<file path="config.mk">
export PLATFORM = sky130hd
export DESIGN_NAME = pwm_peripheral
export DESIGN_NICKNAME = d
export VERILOG_FILES = /design/src/rtl/pwm_peripheral.sv
export SDC_FILE = /design/constraint.sdc
export NUM_CORES = 1
export LEC_CHECK = 0
export ABC_AREA = 1
export CAP_MARGIN = 20
export CORE_UTILIZATION = 50
export DETAILED_ROUTE_END_ITERATION = 12
export PLACE_DENSITY = 0.83
export SYNTH_ARGS = -nofsm -noshare
export SYNTH_HDL_FRONTEND = slang
export SYNTH_SLANG_ARGS = --single-unit
</file>
<file path="constraint.sdc">
create_clock -name clk -period 3.35 [get_ports clk]
set_clock_uncertainty 0.2 [all_clocks]
set_input_delay 0.335 -clock clk [delete_from_list [all_inputs] [get_ports clk]]
set_output_delay 0.335 -clock clk [all_outputs]
set_load 0.005 [all_outputs]
</file>
<file path="src/rtl/pwm_peripheral.sv">
// 16-pin PWM output stage driven by the SPI configuration registers.
// Duty and PWM-enable are shadowed at period wrap; output-enable acts immediately.
module pwm_peripheral #(
    parameter int CLK_DIV = 13
) (
    input  logic        clk,
    input  logic        rst,
    input  logic [7:0]  en_reg_out_7_0,
    input  logic [7:0]  en_reg_out_15_8,
    input  logic [7:0]  en_reg_pwm_7_0,
    input  logic [7:0]  en_reg_pwm_15_8,
    input  logic [7:0]  pwm_duty_cycle,
    output logic [15:0] out,
    output logic        period_start
);

    localparam int DIV_W = (CLK_DIV > 1) ? $clog2(CLK_DIV) : 1;
    localparam logic [DIV_W-1:0] DIV_LAST = DIV_W'(CLK_DIV - 1);
    localparam logic [7:0] CNT_LAST = 8'd254;

    logic [DIV_W-1:0] div_cnt;
    logic [7:0]       pwm_cnt;
    logic [7:0]       duty_sh;
    logic [15:0]      pwm_en_sh;
    logic [15:0]      en_out;
    logic [15:0]      pin_mask;
    logic             tick;
    logic             wrap;
    logic             pwm_lvl;

    assign en_out  = {en_reg_out_15_8, en_reg_out_7_0};
    assign tick    = (div_cnt == DIV_LAST);
    assign wrap    = tick && (pwm_cnt == CNT_LAST);
    assign pwm_lvl = (pwm_cnt < duty_sh);

    // Non-PWM pins sit static high; PWM pins follow the shared level.
    assign pin_mask = ~pwm_en_sh | {16{pwm_lvl}};

    always_ff @(posedge clk) begin
        if (rst) begin
            div_cnt      <= '0;
            pwm_cnt      <= '0;
            duty_sh      <= '0;
            pwm_en_sh    <= '0;
            period_start <= 1'b0;
            out          <= '0;
        end else begin
            div_cnt <= tick ? '0 : div_cnt + 1'b1;
            if (tick) begin
                pwm_cnt <= wrap ? 8'd0 : pwm_cnt + 8'd1;
            end
            if (wrap) begin
                duty_sh   <= pwm_duty_cycle;
                pwm_en_sh <= {en_reg_pwm_15_8, en_reg_pwm_7_0};
            end
            period_start <= wrap;
            out          <= en_out & pin_mask;
        end
    end

endmodule

</file>
==> flow_summary.json <==
{
  "status": "complete, no violations",
  "clkSinkCount": 53,
  "initial_core_util_pct": 52.2,
  "drt_iter0_drc": 78,
  "comb_power_share_pct": 9.1,
  "finalCritPeriodShare_pct": 58.6,
  "tightestPinTransition_ps": 567,
  "synth_common_cells": "nand2_1 (98), dfxtp_1 (53), a21oi_1 (21)",
  "worstPathRequired_ps": 3380,
  "die-height_um": 66.6,
  "r2r_start": "duty_sh[5]$_SDFFE_PP0N_",
  "r2r_cells": 7,
  "post-route-min-period_ps": 1960,
  "drv_cap": 0,
  "drv_slew": 0,
  "holdPathStages": 1,
  "grt_start_max_net_pins": 26,
  "cp-end-kind": "register",
  "coreArea_um2": 4000,
  "drive_gt1_share_pct": 6.05,
  "final_hold_viol_count": 0,
  "max_freq_mhz": 510,
  "p_per_area_nw_per_um2": 396,
  "leakage_nw": 1.21,
  "cts_setup_buffers": 0,
  "synth.top_cell.area_share_pct": 50.8,
  "crit_slowest_cell": "nand2_1",
  "seq_area_frac_synth_pct": 50.8,
  "p_sw_w": 0.000230,
  "gr-total-overflow": 0,
  "clkPwrFrac_pct": 31.4,
  "ios": 59,
  "hold_start": "pwm_en_sh[12]$_SDFFE_PP0N_",
  "critPathMaxFanout": 16,
  "ir_worst_vdd_mv": 0.260,
  "grt_pass1_wl_mm": 6.71,
  "synth.distinct_cells": 27,
  "ys_seq_elements": 53,
  "place_congestion": 0.765,
  "yosysMostFrequentCell": "nand2_1",
  "synth_area_um2": 2090,
  "fillCellCount": 335,
  "r2r_slack_ps": 1390,
  "min_path_type": "reg -> reg",
  "cp_top_family": "simple AND/OR/NAND/NOR gates",
  "synth_nets": 308,
  "wl_per_cell_um": 11.2,
  "num_vias": 1718,
  "relSlewSlack_pct": 62.1,
  "cts.root.buffer_cell": "clkbuf_8",
  "worstPathArrival_ps": 1990,
  "start_kind": "register",
  "rsz0062_at_grt": "false",
  "drt_drc_violations_left": 0,
  "finalPower_w": 0.00109,
  "crit_path_cell_trace": "inv_1 -> ha_1 -> a21oi_1 -> nor2_1 -> nor3_1 -> nand2_1 -> a21oi_1",
  "antenna_found_initial": 0,
  "clk_pin_slew_worst_paths_ps": 90,
  "antenna_left": 0,
  "portBuffers": 58,
  "synth_edf_count": 0,
  "switching_share_pct": 21.2,
  "worstHoldEndpoint": "out[12]$_SDFF_PP0_",
  "cts_buffers": 5,
  "clk_latency_ps": 300,
  "crit_buf_inv": 1,
  "via_per_inst": 4.72,
  "h-tree-depth": 2,
  "drt_pre_antenna_iters": 4,
  "cp_common_cell": "a21oi_1",
  "synthToLayoutAreaGrowth_pct": 31.7,
  "post_cts_resized": 0,
  "die_w_um": 66.6,
  "pwr-share-seq_pct": 59.5,
  "drt_wl_total_mm": 4.06,
  "synth-async-reset-ratio_pct": 0,
  "critPathKind": "reg -> reg",
  "setup_tns_ps": 0,
  "synth_ff_type": "dfxtp_1",
  "row_count": 23,
  "n_antenna_cell": 0,
  "synthTopCellsByArea": "dfxtp_1 (51%), nand2_1 (18%), ha_1 (6.6%)",
  "syn-instance-count": 255,
  "dieArea_um2": 4440,
  "cts_tree": "yes",
  "fin_nets": 366,
  "p_int_w": 0.000859,
  "syn_area_per_cell_um2": 8.19,
  "clock_tree.buffer_depth": 2,
  "yosys_warnings": 0,
  "cts-hold-fix-buffers": 0,
  "yosysTopAreaCell": "dfxtp_1",
  "setup_viol": 0,
  "critical_path.max_stage_delay_ps": 380,
  "first_global_vias": 1581,
  "timing.rr.end": "out[2]$_SDFF_PP0_",
  "groute.usage.overall_pct": 20.4,
  "dp_hpwl_mm": 2.93
}
cells by family (layout without fill, tap and decap cells):
group                    Yosys count  in the layout  share of synthesized area (%)
flip-flops                        53             53                           50.8
XOR/XNOR                           2              2                          0.839
buffers and inverters             29             88                           6.89
AO/OA/AOI/OAI                     32             32                           8.33
AND/OR/NAND/NOR                  128            128                           26.5
adder cells (fa/ha/maj)           11             11                           6.59
through the flow:
step	setup WS [ps]	hold slack (ps)	instance area (um^2)	util, %	cells
2_1_floorplan	1750	207	2090	-	255
3_3_place_gp	1160	212	2670	66.8	356
3_5_place_dp	1120	220	2670	66.8	356
4_1_cts	1390	233	2750	68.8	364
5_1_grt	1200	251	2750	68.8	364
6_report	1390	232	2750	68.8	364
placed cells by master (no fill, tap or decap):
cell and n:
or2_2 1, o21a_1 1, a21o_1 1, nand3_4 1, nand3_1 4, o21ai_1 6
clkdlybuf4s50_1 58, nand3_2 1, nor3_4 1, nand2_2 1, nand2_1 98, nor2_2 1
clkbuf_1 3, inv_2 4, xnor2_1 2, ha_1 11, o21ai_2 2, inv_1 18
o22ai_1 1, nor2_1 14, nor3_1 4, dfxtp_1 53, clkbuf_8 5, a21oi_1 21
nor2_8 1, nor2_4 1
final cells by class:
cell class | instances | area, um^2 | area share (%)
sequential | 53 | 1060 | 38.6
multi-input combinational | 173 | 883 | 32.1
timing repair buffer | 58 | 581 | 21.1
inverter | 22 | 82.6 | 3.00
clock buffer | 8 | 80.1 | 2.91
tap | 50 | 62.6 | 2.27
flip-flops by register name (all words and copies together), names as in the netlist:
name / flops
div_cnt: 4
duty_sh: 8
pwm_cnt: 8
pwm_en_sh: 16
period_start: 1
out: 16
power groups by stage:
stage / logic, W / registers (W) / clock network, W
global route: 0.000109 / 0.000650 / 0.000379
floorplan: 0.0000269 / 0.000664 / 0
global placement: 0.0000985 / 0.000663 / 0
finish: 0.0000995 / 0.000648 / 0.000341
detailed placement: 0.0000995 / 0.000663 / 0
CTS: 0.000100 / 0.000648 / 0.000353
worst max path at each step:
| stage | start | end | slack (ps) | cells past startpoint |
|---|---|---|---|---|
| CTS | duty_sh[5]$_SDFFE_PP0N_ | out[2]$_SDFF_PP0_ | 1390 | 7 |
| detailed placement | rst | pwm_cnt[6]$_SDFFE_PP0P_ | 1120 | 6 |
| finish | duty_sh[5]$_SDFFE_PP0N_ | out[2]$_SDFF_PP0_ | 1390 | 7 |
| global route | duty_sh[5]$_SDFFE_PP0N_ | out[11]$_SDFF_PP0_ | 1200 | 7 |
| floorplan | duty_sh[5]$_SDFFE_PP0N_ | out[10]$_SDFF_PP0_ | 1750 | 8 |
| global placement | rst | pwm_cnt[7]$_SDFFE_PP0P_ | 1160 | 6 |
layer usage:
metal	share of wire (%)	wire length, um	up-vias	global-route usage (%)
li1	-	-	911	-
met1	44	1800	765	23.7
met2	50	2020	36	34.8
met3	4.3	176	6	5.82
met4	1.7	68	0	7.98
met5	0	0	-	0
(Power assumes the default switching activity.)
